==> src/rtl/ex_stage.sv <==
// Execute stage: ID/EX register, operand forwarding, ALU, branch resolve, EX/MEM register.
// Two-register latency; stall_e holds ID/EX and drops a bubble into EX/MEM, flush_e bubbles ID/EX.
module ex_stage #(
    parameter int WIDTH = 32,
    parameter int RADDR = 5
) (
    input  logic             clk,
    input  logic             reset,
    input  logic             stall_e,
    input  logic             flush_e,
    input  logic             id_valid,
    input  logic [2:0]       id_alucontrol,
    input  logic             id_alusrc,
    input  logic             id_regwrite,
    input  logic             id_memwrite,
    input  logic             id_memtoreg,
    input  logic             id_branch,
    input  logic             id_bne,
    input  logic [WIDTH-1:0] id_rd1,
    input  logic [WIDTH-1:0] id_rd2,
    input  logic [WIDTH-1:0] id_imm,
    input  logic [RADDR-1:0] id_writereg,
    input  logic [WIDTH-1:0] id_pcplus4,
    input  logic [1:0]       fwd_a,
    input  logic [1:0]       fwd_b,
    input  logic [WIDTH-1:0] mem_fwd,
    input  logic [WIDTH-1:0] wb_fwd,
    output logic [WIDTH-1:0] ex_rs_val_q,
    output logic             mem_valid,
    output logic [WIDTH-1:0] mem_aluout,
    output logic [WIDTH-1:0] mem_writedata,
    output logic [RADDR-1:0] mem_writereg,
    output logic             mem_regwrite,
    output logic             mem_memwrite,
    output logic             mem_memtoreg,
    output logic             mem_pcsrc,
    output logic [WIDTH-1:0] mem_pcbranch,
    output logic             mem_illegal
);

    logic             r_e_valid, r_e_alusrc, r_e_regwrite, r_e_memwrite, r_e_memtoreg;
    logic             r_e_branch, r_e_bne;
    logic [2:0]       r_e_alucontrol;
    logic [WIDTH-1:0] r_e_rd1, r_e_rd2, r_e_imm, r_e_pcplus4;
    logic [RADDR-1:0] r_e_writereg;

    logic             r_m_valid, r_m_regwrite, r_m_memwrite, r_m_memtoreg, r_m_pcsrc, r_m_illegal;
    logic [WIDTH-1:0] r_m_aluout, r_m_writedata, r_m_pcbranch;
    logic [RADDR-1:0] r_m_writereg;

    logic [WIDTH-1:0] w_srca, w_srcb, w_writedata, w_result, w_pcbranch;
    logic             w_zero, w_taken, w_illegal;

    always_ff @(posedge clk) begin
        if (reset || flush_e) begin
            r_e_valid      <= 1'b0;
            r_e_alucontrol <= '0;
            r_e_alusrc     <= 1'b0;
            r_e_regwrite   <= 1'b0;
            r_e_memwrite   <= 1'b0;
            r_e_memtoreg   <= 1'b0;
            r_e_branch     <= 1'b0;
            r_e_bne        <= 1'b0;
            r_e_rd1        <= '0;
            r_e_rd2        <= '0;
            r_e_imm        <= '0;
            r_e_writereg   <= '0;
            r_e_pcplus4    <= '0;
        end else if (!stall_e) begin
            r_e_valid      <= id_valid;
            r_e_alucontrol <= id_alucontrol;
            r_e_alusrc     <= id_alusrc;
            r_e_regwrite   <= id_regwrite;
            r_e_memwrite   <= id_memwrite;
            r_e_memtoreg   <= id_memtoreg;
            r_e_branch     <= id_branch;
            r_e_bne        <= id_bne;
            r_e_rd1        <= id_rd1;
            r_e_rd2        <= id_rd2;
            r_e_imm        <= id_imm;
            r_e_writereg   <= id_writereg;
            r_e_pcplus4    <= id_pcplus4;
        end
    end

    // 2'b11 falls back to the register value, same as 2'b00.
    always_comb begin
        case (fwd_a)
            2'b10:   w_srca = mem_fwd;
            2'b01:   w_srca = wb_fwd;
            default: w_srca = r_e_rd1;
        endcase
        case (fwd_b)
            2'b10:   w_writedata = mem_fwd;
            2'b01:   w_writedata = wb_fwd;
            default: w_writedata = r_e_rd2;
        endcase
        w_srcb = r_e_alusrc ? r_e_imm : w_writedata;
    end

    always_comb begin
        w_illegal = 1'b0;
        case (r_e_alucontrol)
            3'b010:  w_result = w_srca + w_srcb;
            3'b110:  w_result = w_srca - w_srcb;
            3'b000:  w_result = w_srca & w_srcb;
            3'b001:  w_result = w_srca | w_srcb;
            3'b011:  w_result = w_srca ^ w_srcb;
            3'b111:  w_result = {{(WIDTH-1){1'b0}}, ($signed(w_srca) < $signed(w_srcb))};
            default: begin
                w_result  = '0;
                w_illegal = 1'b1;
            end
        endcase
    end

    assign w_zero      = (w_result == '0);
    assign w_taken     = r_e_valid & r_e_branch & (w_zero ^ r_e_bne);
    assign w_pcbranch  = r_e_pcplus4 + (r_e_imm << 2);
    assign ex_rs_val_q = w_srca;

    always_ff @(posedge clk) begin
        if (reset || stall_e) begin
            r_m_valid     <= 1'b0;
            r_m_aluout    <= '0;
            r_m_writedata <= '0;
            r_m_writereg  <= '0;
            r_m_regwrite  <= 1'b0;
            r_m_memwrite  <= 1'b0;
            r_m_memtoreg  <= 1'b0;
            r_m_pcsrc     <= 1'b0;
            r_m_pcbranch  <= '0;
            r_m_illegal   <= 1'b0;
        end else begin
            r_m_valid     <= r_e_valid;
            r_m_aluout    <= w_result;
            r_m_writedata <= w_writedata;
            r_m_writereg  <= r_e_writereg;
            r_m_regwrite  <= r_e_valid & r_e_regwrite;
            r_m_memwrite  <= r_e_valid & r_e_memwrite;
            r_m_memtoreg  <= r_e_valid & r_e_memtoreg;
            r_m_pcsrc     <= w_taken;
            r_m_pcbranch  <= w_pcbranch;
            r_m_illegal   <= r_e_valid & w_illegal;
        end
    end

    assign mem_valid     = r_m_valid;
    assign mem_aluout    = r_m_aluout;
    assign mem_writedata = r_m_writedata;
    assign mem_writereg  = r_m_writereg;
    assign mem_regwrite  = r_m_regwrite;
    assign mem_memwrite  = r_m_memwrite;
    assign mem_memtoreg  = r_m_memtoreg;
    assign mem_pcsrc     = r_m_pcsrc;
    assign mem_pcbranch  = r_m_pcbranch;
    assign mem_illegal   = r_m_illegal;

endmodule

==> config.mk <==
export PLATFORM = sky130hd
export DESIGN_NAME = ex_stage
export DESIGN_NICKNAME = d
export VERILOG_FILES = /design/src/rtl/ex_stage.sv
export SDC_FILE = /design/constraint.sdc
export NUM_CORES = 1
export LEC_CHECK = 0
export BUFFER_PORTS_ARGS = -buffer_cell sky130_fd_sc_hd__buf_2
export CAP_MARGIN = 20
export CELL_PAD_IN_SITES_DETAIL_PLACEMENT = 0
export CELL_PAD_IN_SITES_GLOBAL_PLACEMENT = 1
export CORE_ASPECT_RATIO = 1.1
export CORE_MARGIN = 2
export CORE_UTILIZATION = 37
export DETAILED_ROUTE_END_ITERATION = 8
export PLACE_DENSITY = 0.76
export SLEW_MARGIN = 10
export SYNTH_ARGS = -nofsm -noshare
export SYNTH_HDL_FRONTEND = slang
export SYNTH_SLANG_ARGS = --single-unit
==> constraint.sdc <==
create_clock -name clk -period 6.5 [get_ports clk]
set_input_delay 1.625 -clock clk [delete_from_list [all_inputs] [get_ports clk]]
set_output_delay 1.625 -clock clk [all_outputs]
set_load 0.05 [all_outputs]
==> impl_metrics.toml, run 1 <==
[outcome]
status = "completed"

[pwr]
power_density_nw_per_um2 = 224
ir_drop_v = 0.000187
p_leak_uw = 0.0104

[logic_synthesis]
ys_async_sr_fraction = 0
ys_seq_elements = 250
synthesis.area_um2 = 16100
muxShareOfSynthArea = 0.108
netlist_instances = 2024
ys_seq_area_frac = 0.310
synth_ff_type = "dfxtp_1"
synth-edff-count = 0
synth-xor-area-share = 0.0239
yosys.cell_types.count = 84
synth_top_family_by_area = "compound AO/OA/AOI/OAI gates"
synth-simple-area-share = 0.178
synthAdderAreaFrac = 0.109
synth_compound_area_frac = 0.212
synth_warnings = 0
syn_nets = 2378
avgSynthCellArea_um2 = 7.97

[routing]
ant_nets = 0
drtIter0Drc = 1185
drtPass1Iterations = 7
vias = 17200
wl_per_cell_um = 21.8
wl_um = 69900
drc = 0
vias_per_cell = 5.37

[critical_path]
crit_top_cell = "buf_4"
path_class = "primary input to flop"
reg2reg_from = "r_e_alusrc"
rrSetupSlack_ps = 1330
crit_required_ps = 7000
endpoint_kind = "flop"
crit_path_top_delay_cell = "or4_4"
crit_buf_inv = 5
crit_fanout = 17
critPathArrivalTime_ps = 6700
r2r_cells = 18
slowest_delay_ps = 560
start_kind = "primary input"
path_depth = 23
crit_family = "simple AND/OR/NAND/NOR gates"
path_cells = "buf_2 -> buf_4 -> ha_1 -> buf_4 -> buf_4 -> a22oi_1 -> nor2_1 -> a21oi_1 -> o21ai_0 -> ha_1 -> nor2_1 -> buf_4 -> o21ai_0 -> a311oi_1 -> nor2b_1 -> o31ai_2 -> nand4_1 -> a211oi_2 -> nand4_1 -> or4_1 -> or4_4 -> nor2_1 -> mux2i_1"
r2r_end = "mem_pcsrc"

[sta]
maxSlewHeadroom = 0.264
post-route-min-period_ps = 6190
rsz0062_at_grt = "no"
hold_viol = 0
drv_slew = 0
worst_pin_slew_ps = 1100
worst_slack_ps = 306
finalCritPeriodShare = 0.953
fmaxAchievable_ghz = 0.161
final-setup-viol-count = 0
fin_skew_ps = 15.2

[cts]
path_clk_slew_ps = 60
clk_latency_ps = 580
cts_made_buffers = 29
cts_buffer_depth = 3
h-tree-depth = 1
cts.sinks = 250
cts_tree = "yes"
cts_root_buffer = "clkbuf_16"

[floorplanning]
ioPinCount = 354
die-area_um2 = 45300
rows = 80
fp.dieW_um = 203
start_util = 0.373
core_um2 = 43200
die_y_um = 223

[place]
port_buffers = 353
gp_congestion = 0.971
hpwl_um = 55600
place_area_um2 = 20600
dpl_worst_slack_ps = -624

[cells_and_area]
drive_above_1_share = 0.296
num-fill-cells = 4405
final_area_um2 = 21700
area_delta_synth_final_pct = 34.5
final_util = 0.502
final_common_cell = "buf_2"
final_nets = 2961
final_cell_mix = "buf_2, nor2_1, buf_4"

[global_routing]
grt_start_max_net_pins = 93
grt_pass1_wl_um = 104000
antenna_found_initial = 20
grtUsageTotal = 0.299
gr-total-overflow = 0
first_global_vias = 17200

[min_path]
min_to = "mem_writereg[3]"
holdPathStages = 1
holdCritPathClass = "flop to flop"
holdCritStartpoint = "r_e_writereg[3]"

[run]
cap_violations = 0
-- repair_timing --
item	in CTS	in global routing
hold buffers	0	0
resized for setup	1	29
setup endpoints to repair	1	1
pin swaps	0	3
setup buffers	0	1
-- layout make-up --
cell class / count / area (um2) / area share
timing repair buffer: 681 / 4260 / 0.196
sequential: 250 / 5010 / 0.231
tap: 574 / 718 / 0.0331
clock buffer: 33 / 771 / 0.0355
clock inverter: 17 / 200 / 0.00923
inverter: 116 / 439 / 0.0202
multi-input combinational: 1529 / 10300 / 0.474
antenna: 8 / 20.0 / 0.000923
-- sequential cells by signal, summed over array words and instances, names as in the netlist, 3 cells and up --
signal          cells
mem_aluout         32
mem_pcbranch       32
mem_writedata      32
r_e_imm            32
r_e_pcplus4        32
r_e_rd1            32
r_e_rd2            32
mem_writereg        5
r_e_writereg        5
r_e_alucontrol      3
-- cells in the mapped netlist, types with 17 or more instances --
library cell | count | area [um2]
buf_1 | 24 | 90.1
a211oi_1 | 17 | 128
dfxtp_1 | 250 | 5000
and2_1 | 22 | 138
nand3_1 | 22 | 110
xnor2_1 | 33 | 289
a22oi_1 | 82 | 616
nand2_1 | 142 | 533
a21o_1 | 23 | 173
nor2_1 | 343 | 1290
inv_1 | 113 | 424
mux2i_1 | 170 | 1700
nor2b_1 | 17 | 106
nor3_1 | 27 | 135
clkbuf_1 | 93 | 349
a21oi_1 | 136 | 681
o21ai_0 | 98 | 490
o21a_1 | 28 | 210
ha_1 | 136 | 1700
-- worst max-delay path by stage --
| stage | slack [ps] | startpoint | to |
|---|---|---|---|
| 6_report | 310 | fwd_b[0] | mem_pcsrc |
| 4_1_cts | 60 | fwd_b[0] | mem_pcsrc |
| 2_1_floorplan | 20 | fwd_a[0] | mem_pcsrc |
| 3_5_place_dp | -620 | fwd_b[1] | mem_pcsrc |
| 3_3_place_gp | -530 | fwd_b[1] | mem_pcsrc |
| 5_1_grt | 40 | fwd_b[0] | mem_pcsrc |
-- kinds of logic after synthesis --
group | after synthesis
AND/OR/NAND/NOR | 656
XOR/XNOR | 44
adder cells (fa/ha/maj) | 139
buffers and inverters | 245
AO/OA/AOI/OAI | 518
multiplexers | 172
flip-flops | 250
-- routing by layer --
metal	global-route usage	up-vias	share of wire
met2	0.485	574	0.45
met5	0	-	0.0020
met1	0.404	8233	0.45
met4	0.0756	24	0.026
met3	0.0643	121	0.075
li1	-	8260	-
-- worst register-to-register path, cell delays in order (launching register included) --
cell	delay, ps
dfxtp_2	720
buf_4	470
nand2_1	90
o21ai_1	140
inv_1	90
ha_1	300
nor2_1	130
buf_4	150
o21ai_0	200
a311oi_1	320
nor2b_1	160
o31ai_2	280
nand4_1	150
a211oi_2	370
nand4_1	130
or4_1	520
or4_4	560
nor2_1	150
mux2i_1	180
-- report_power, final --
group / total (uW) / switching (uW) / internal, uW
Sequential: 1610 / 30.7 / 1580
Clock: 1690 / 690 / 1000
Combinational: 1570 / 910 / 658
Total: 4870 / 1630 / 3240
-- per-stage QoR --
step	setup TNS (ps)	hold slack (ps)	std cells	total power [uW]
2_1_floorplan	0	430	2024	2460
3_3_place_gp	-527	436	3149	3170
3_5_place_dp	-624	447	3149	3170
4_1_cts	0	461	3199	4880
5_1_grt	0	484	3204	5080
6_report	0	457	3208	4870
(Power assumes the default switching activity.)
==> run 2, diff against run 1 <==
==> config.mk (replaced) <==
export PLATFORM = sky130hd
export DESIGN_NAME = ex_stage
export DESIGN_NICKNAME = d
export VERILOG_FILES = /design/src/rtl/ex_stage.sv
export SDC_FILE = /design/constraint.sdc
export NUM_CORES = 1
export LEC_CHECK = 0
export CELL_PAD_IN_SITES_DETAIL_PLACEMENT = 0
export CELL_PAD_IN_SITES_GLOBAL_PLACEMENT = 1
export CORE_ASPECT_RATIO = 1.1
export CORE_MARGIN = 2
export CORE_UTILIZATION = 43
export DETAILED_ROUTE_END_ITERATION = 8
export DONT_BUFFER_PORTS = 1
export PLACE_DENSITY = 0.75
export SLEW_MARGIN = 10
export SYNTH_ARGS = -nofsm -noshare
export SYNTH_HDL_FRONTEND = slang
export SYNTH_SLANG_ARGS = --single-unit
==> impl_metrics.toml, run 2 (same netlist as run 1, synthesis figures left out) <==
[sta]
fin_skew_ps = 18.4
tns_ps = 0
maxSlewHeadroom = 0.263
drv_slew = 0
rsz0062_at_grt = "no"
fmaxAchievable_ghz = 0.159
finalCritPeriodShare = 0.969
hold_viol = 0
final-setup-viol-count = 0
hold-worst-slack_ps = 462
post-route-min-period_ps = 6300
worst_pin_slew_ps = 1110

[critical_path]
rrSetupSlack_ps = 1240
crit_path_top_delay_cell = "a211oi_1"
critPathArrivalTime_ps = 6800
crit_fanout = 5
endpoint_kind = "flop"
path_cells = "inv_1 -> ha_1 -> buf_4 -> buf_4 -> a22oi_1 -> nor2_1 -> a21oi_1 -> o21ai_0 -> buf_4 -> ha_1 -> nor3b_1 -> a2111oi_0 -> a21bo_2 -> a211oi_1 -> o41ai_2 -> mux2i_1 -> nor3_1 -> o2111ai_1 -> or4_1 -> or4_1 -> nor2_1 -> mux2i_1"
r2r_end = "mem_pcsrc"
slowest_delay_ps = 660
reg2reg_from = "r_e_alusrc"
crit_top_cell = "buf_4"
path_class = "primary input to flop"
r2r_cells = 19
crit_required_ps = 7000
start_kind = "primary input"
startpoint = "fwd_b[1]"
endpoint = "mem_pcsrc"

[routing]
wl_um = 65500
drc = 0
wl_per_cell_um = 24.3
drtIter0Drc = 1345
ant_nets = 0
vias = 15600
vias_per_cell = 5.79
drtPass1Iterations = 5

[cts]
h-tree-depth = 1
cts.sinks = 250
hold_buffers = 0
cts_buffer_depth = 3
path_clk_slew_ps = 70
cts_tree = "yes"
cts_made_buffers = 28
clk_latency_ps = 570
cts_root_buffer = "clkbuf_16"

[cells_and_area]
final_cell_mix = "nor2_1, buf_4, dfxtp_1"
drive_above_1_share = 0.151
num-fill-cells = 3652
seq_area_um2 = 5010
final_cells = 2700
final_nets = 2536
final_common_cell = "nor2_1"
multi_input_area_um2 = 10200
area_delta_synth_final_pct = 19.0
final_area_um2 = 19200

[pwr]
p_leak_uw = 0.00850
p_int_uw = 3130
power_switching_uw = 1510
ir_drop_v = 0.000223
pwr-share-clk = 0.363
switching_share = 0.326
power_frac_comb = 0.278
power_density_nw_per_um2 = 242
pwr-share-seq = 0.359

[floorplanning]
fp.dieW_um = 189
die_y_um = 207
core_um2 = 37000
start_util = 0.436
ioPinCount = 354
rows = 74
die-area_um2 = 39100

[global_routing]
grt_start_max_net_pins = 146
grt_use_met2 = 0.511
first_global_vias = 15400
use_met3 = 0.105
gr-usage-met1 = 0.425
grt_pass1_wl_um = 97500
grtUsageTotal = 0.327
top_usage_layer = "met2"
gr-total-overflow = 0
antenna_found_initial = 4

[place]
gp_congestion = 0.958
port_buffers = 0
hpwl_um = 52000
place_area_um2 = 18200
dp.cells = 2646

[outcome]
status = "completed"

[min_path]
holdPathStages = 1
holdCritPathClass = "flop to flop"

[run]
cap_violations = 0
[run 2: cell count changes in the layout (fill, tap and decap cells not counted), moves of 3 or more]
cell	previous run	this run
diode_2	8	3
ha_1	131	134
ha_2	5	2
buf_4	326	256
buf_2	352	0
a21oi_1	131	136
clkinvlp_4	4	1
clkbuf_1	1	6
clkinv_2	8	5
a21oi_2	5	0
[run 2: power by group through the flow]
stage / Sequential [uW] / Combinational, uW / Clock (uW)
finish: 1670 / 1290 / 1680
global route: 1670 / 1390 / 1770
CTS: 1670 / 1270 / 1710
detailed placement: 1700 / 1270 / 0
global placement: 1700 / 1270 / 0
floorplan: 1680 / 780 / 0
[run 2: worst min path at each step]
stage,from,endpoint,slack (ps)
final,r_e_pcplus4[1],mem_pcbranch[1],460
after global routing,r_e_pcplus4[0],mem_pcbranch[0],470
after CTS,r_e_pcplus4[0],mem_pcbranch[0],460
after detailed placement,r_e_pcplus4[0],mem_pcbranch[0],440
after global placement,r_e_writereg[1],mem_writereg[1],430
after floorplan,r_e_pcplus4[0],mem_pcbranch[0],430
[run 2: stage by stage]
stage,utilization,worst slack (ps),total power (uW)
after global routing,0.518,24.6,4830
final,0.518,201,4640
after global placement,0.492,-261,2960
after detailed placement,0.492,-380,2970
after CTS,0.518,205,4640
after floorplan,-,22.5,2460
[run 2: layout make-up]
| class | count | area share |
|---|---|---|
| Timing Repair Buffer | 257 | 0.101 |
| Multi-Input combinational cell | 1529 | 0.532 |
| Antenna cell | 3 | 0.000391 |
| Tap cell | 494 | 0.0322 |
| Inverter | 116 | 0.0229 |
| Clock inverter | 12 | 0.00893 |
| Clock buffer | 39 | 0.0418 |
| Sequential cell | 250 | 0.261 |
[run 2: critical path, delay by kind of cell]
family | cells | cell delay [ps]
buffers and inverters | 4 | 490
muxes | 2 | 340
adders and majority gates | 2 | 520
and+or+nand+nor | 6 | 1600
AOI/OAI and AO/OA | 8 | 2180
[run 2: metal layers]
| layer | vias to the layer above | share of wire |
|---|---|---|
| met5 | - | 0 |
| li1 | 7400 | - |
| met2 | 654 | 0.44 |
| met1 | 7465 | 0.43 |
| met3 | 116 | 0.097 |
| met4 | 0 | 0.031 |
[run 2: timing repair]
item | in CTS | in global routing
setup endpoints to repair | 0 | 1
resized for setup | 0 | 3
buffers inserted | 0 | 0
==> run 3, diff against run 2 <==
--- a/config.mk
+++ b/config.mk
@@ -9,10 +9,10 @@
 export CELL_PAD_IN_SITES_GLOBAL_PLACEMENT = 1
 export CORE_ASPECT_RATIO = 1.1
 export CORE_MARGIN = 2
-export CORE_UTILIZATION = 43
+export CORE_UTILIZATION = 50
 export DETAILED_ROUTE_END_ITERATION = 8
 export DONT_BUFFER_PORTS = 1
-export PLACE_DENSITY = 0.75
+export PLACE_DENSITY = 0.83
 export SLEW_MARGIN = 10
 export SYNTH_ARGS = -nofsm -noshare
 export SYNTH_HDL_FRONTEND = slang
==> constraint.sdc (replaced) <==
create_clock -name clk -period 7.6 [get_ports clk]
set_input_delay 1.9 -clock clk [delete_from_list [all_inputs] [get_ports clk]]
set_output_delay 1.9 -clock clk [all_outputs]
set_load 0.05 [all_outputs]
==> impl_metrics.toml, run 3 (same netlist as run 1, synthesis figures left out) <==
[cells_and_area]
area_delta_synth_final_pct = 9.22
seq_area_um2 = 5010
final_util = 0.550
final_nets = 2355
drive_above_1_share = 0.0719
num-fill-cells = 3132
multi_input_area_um2 = 10200
final_common_cell = "nor2_1"
final_cell_mix = "nor2_1, dfxtp_1, mux2i_1"

[floorplanning]
ioPinCount = 354
start_util = 0.504
rows = 69
core_um2 = 32000
die-area_um2 = 33700
fp.dieW_um = 175
die_y_um = 192

[routing]
ant_nets = 0
drtIter0Drc = 1308
vias = 15000
drtPass1Iterations = 6
drc = 0
vias_per_cell = 6.15
wl_per_cell_um = 24.7
wl_um = 60500

[sta]
hold_viol = 0
finalCritPeriodShare = 0.932
worst_pin_slew_ps = 1010
tns_ps = 0
post-route-min-period_ps = 7090
final-setup-viol-count = 0
rsz0062_at_grt = "no"
hold-worst-slack_ps = 460
fmaxAchievable_ghz = 0.141
maxSlewHeadroom = 0.325
fin_skew_ps = 22.1
drv_slew = 0

[critical_path]
endpoint_kind = "flop"
path_class = "primary input to flop"
start_kind = "primary input"
crit_fanout = 10
crit_required_ps = 8070
critPathArrivalTime_ps = 7560

[run]
cap_violations = 0

[outcome]
status = "completed"

[global_routing]
grt_start_max_net_pins = 146
first_global_vias = 14300
gr-total-overflow = 0
grt_pass1_wl_um = 89400
antenna_found_initial = 2
grtUsageTotal = 0.346

[cts]
cts.sinks = 250
cts_made_buffers = 27
cts_tree = "yes"
cts_resized = 0
cts_buffer_depth = 3
clk_latency_ps = 560
h-tree-depth = 1
postCtsSetupRepairBufs = 0
cts_root_buffer = "clkbuf_16"
hold_buffers = 0
path_clk_slew_ps = 60

[min_path]
holdCritPathClass = "flop to flop"

[place]
gp_congestion = 0.979
port_buffers = 0
hpwl_um = 47000

[pwr]
power_density_nw_per_um2 = 207
p_leak_uw = 0.00758
ir_drop_v = 0.000172
==> run 3: changes by cell type in the layout (fill, tap and decap cells not counted), moves of 2 or more <==
cell,previous run,this run
clkinv_2,5,2
buf_4,256,76
clkinv_4,3,1
bufinv_16,4,1
clkbuf_16,29,27
clkbuf_1,6,3
o21ai_0,77,80
clkbuf_8,4,7
o21ai_2,5,2
==> run 3: path summary, 6_finish.rpt <==
| check | cells after the start | end | slack [ps] | start |
|---|---|---|---|---|
| max | 20 | mem_pcsrc | 510 | fwd_b[1] |
| min | 1 | mem_writereg[4] | 460 | r_e_writereg[4] |
| max reg2reg | 14 | mem_pcsrc | 2050 | r_e_alusrc |
| min reg2reg | 1 | mem_writereg[4] | 460 | r_e_writereg[4] |
==> run 3: layout make-up <==
cell class / instances / share of cell area
Tap cell: 426 / 0.0302
Multi-Input combinational cell: 1529 / 0.579
Inverter: 116 / 0.0247
Clock inverter: 7 / 0.00412
Antenna cell: 4 / 0.000568
Timing Repair Buffer: 77 / 0.0330
Clock buffer: 37 / 0.0444
Sequential cell: 250 / 0.284
==> run 3: critical path: stages <==
cell and delay, ps:
inv_1 30, ha_1 380, buf_4 210, a22oi_1 80, nor2_1 100, a21oi_1 60
o21ai_0 510, ha_1 450, inv_1 150, a2111oi_0 460, a21bo_2 340, a211oi_1 620
o41ai_2 200, mux2i_1 150, nor3_1 320, o2111ai_1 160, or4_1 460, or4_1 580
nor2_1 150, mux2i_1 210
==> run 3: routing by layer <==
metal,up-vias,track usage,part of all wire
met3,133,0.109,0.10
met1,7140,0.452,0.42
met5,-,0,0
li1,7029,-,-
met2,744,0.538,0.44
met4,0,0.121,0.035
==> run 3: stage by stage <==
step           power (uW)  setup slack (ps)  instance area, um2  instances
6_report             3640               514               17600       2446
5_1_grt              3790               295               17600       2444
4_1_cts              3640               707               17600       2442
3_5_place_dp         2360               126               16800       2398
3_3_place_gp         2370               364               16800       2398
2_1_floorplan        2100               299               16100       2024
==> run 3: power breakdown <==
group          switching [uW]  internal [uW]
registers                74.9           1350
clock network             536            747
logic                     607            330
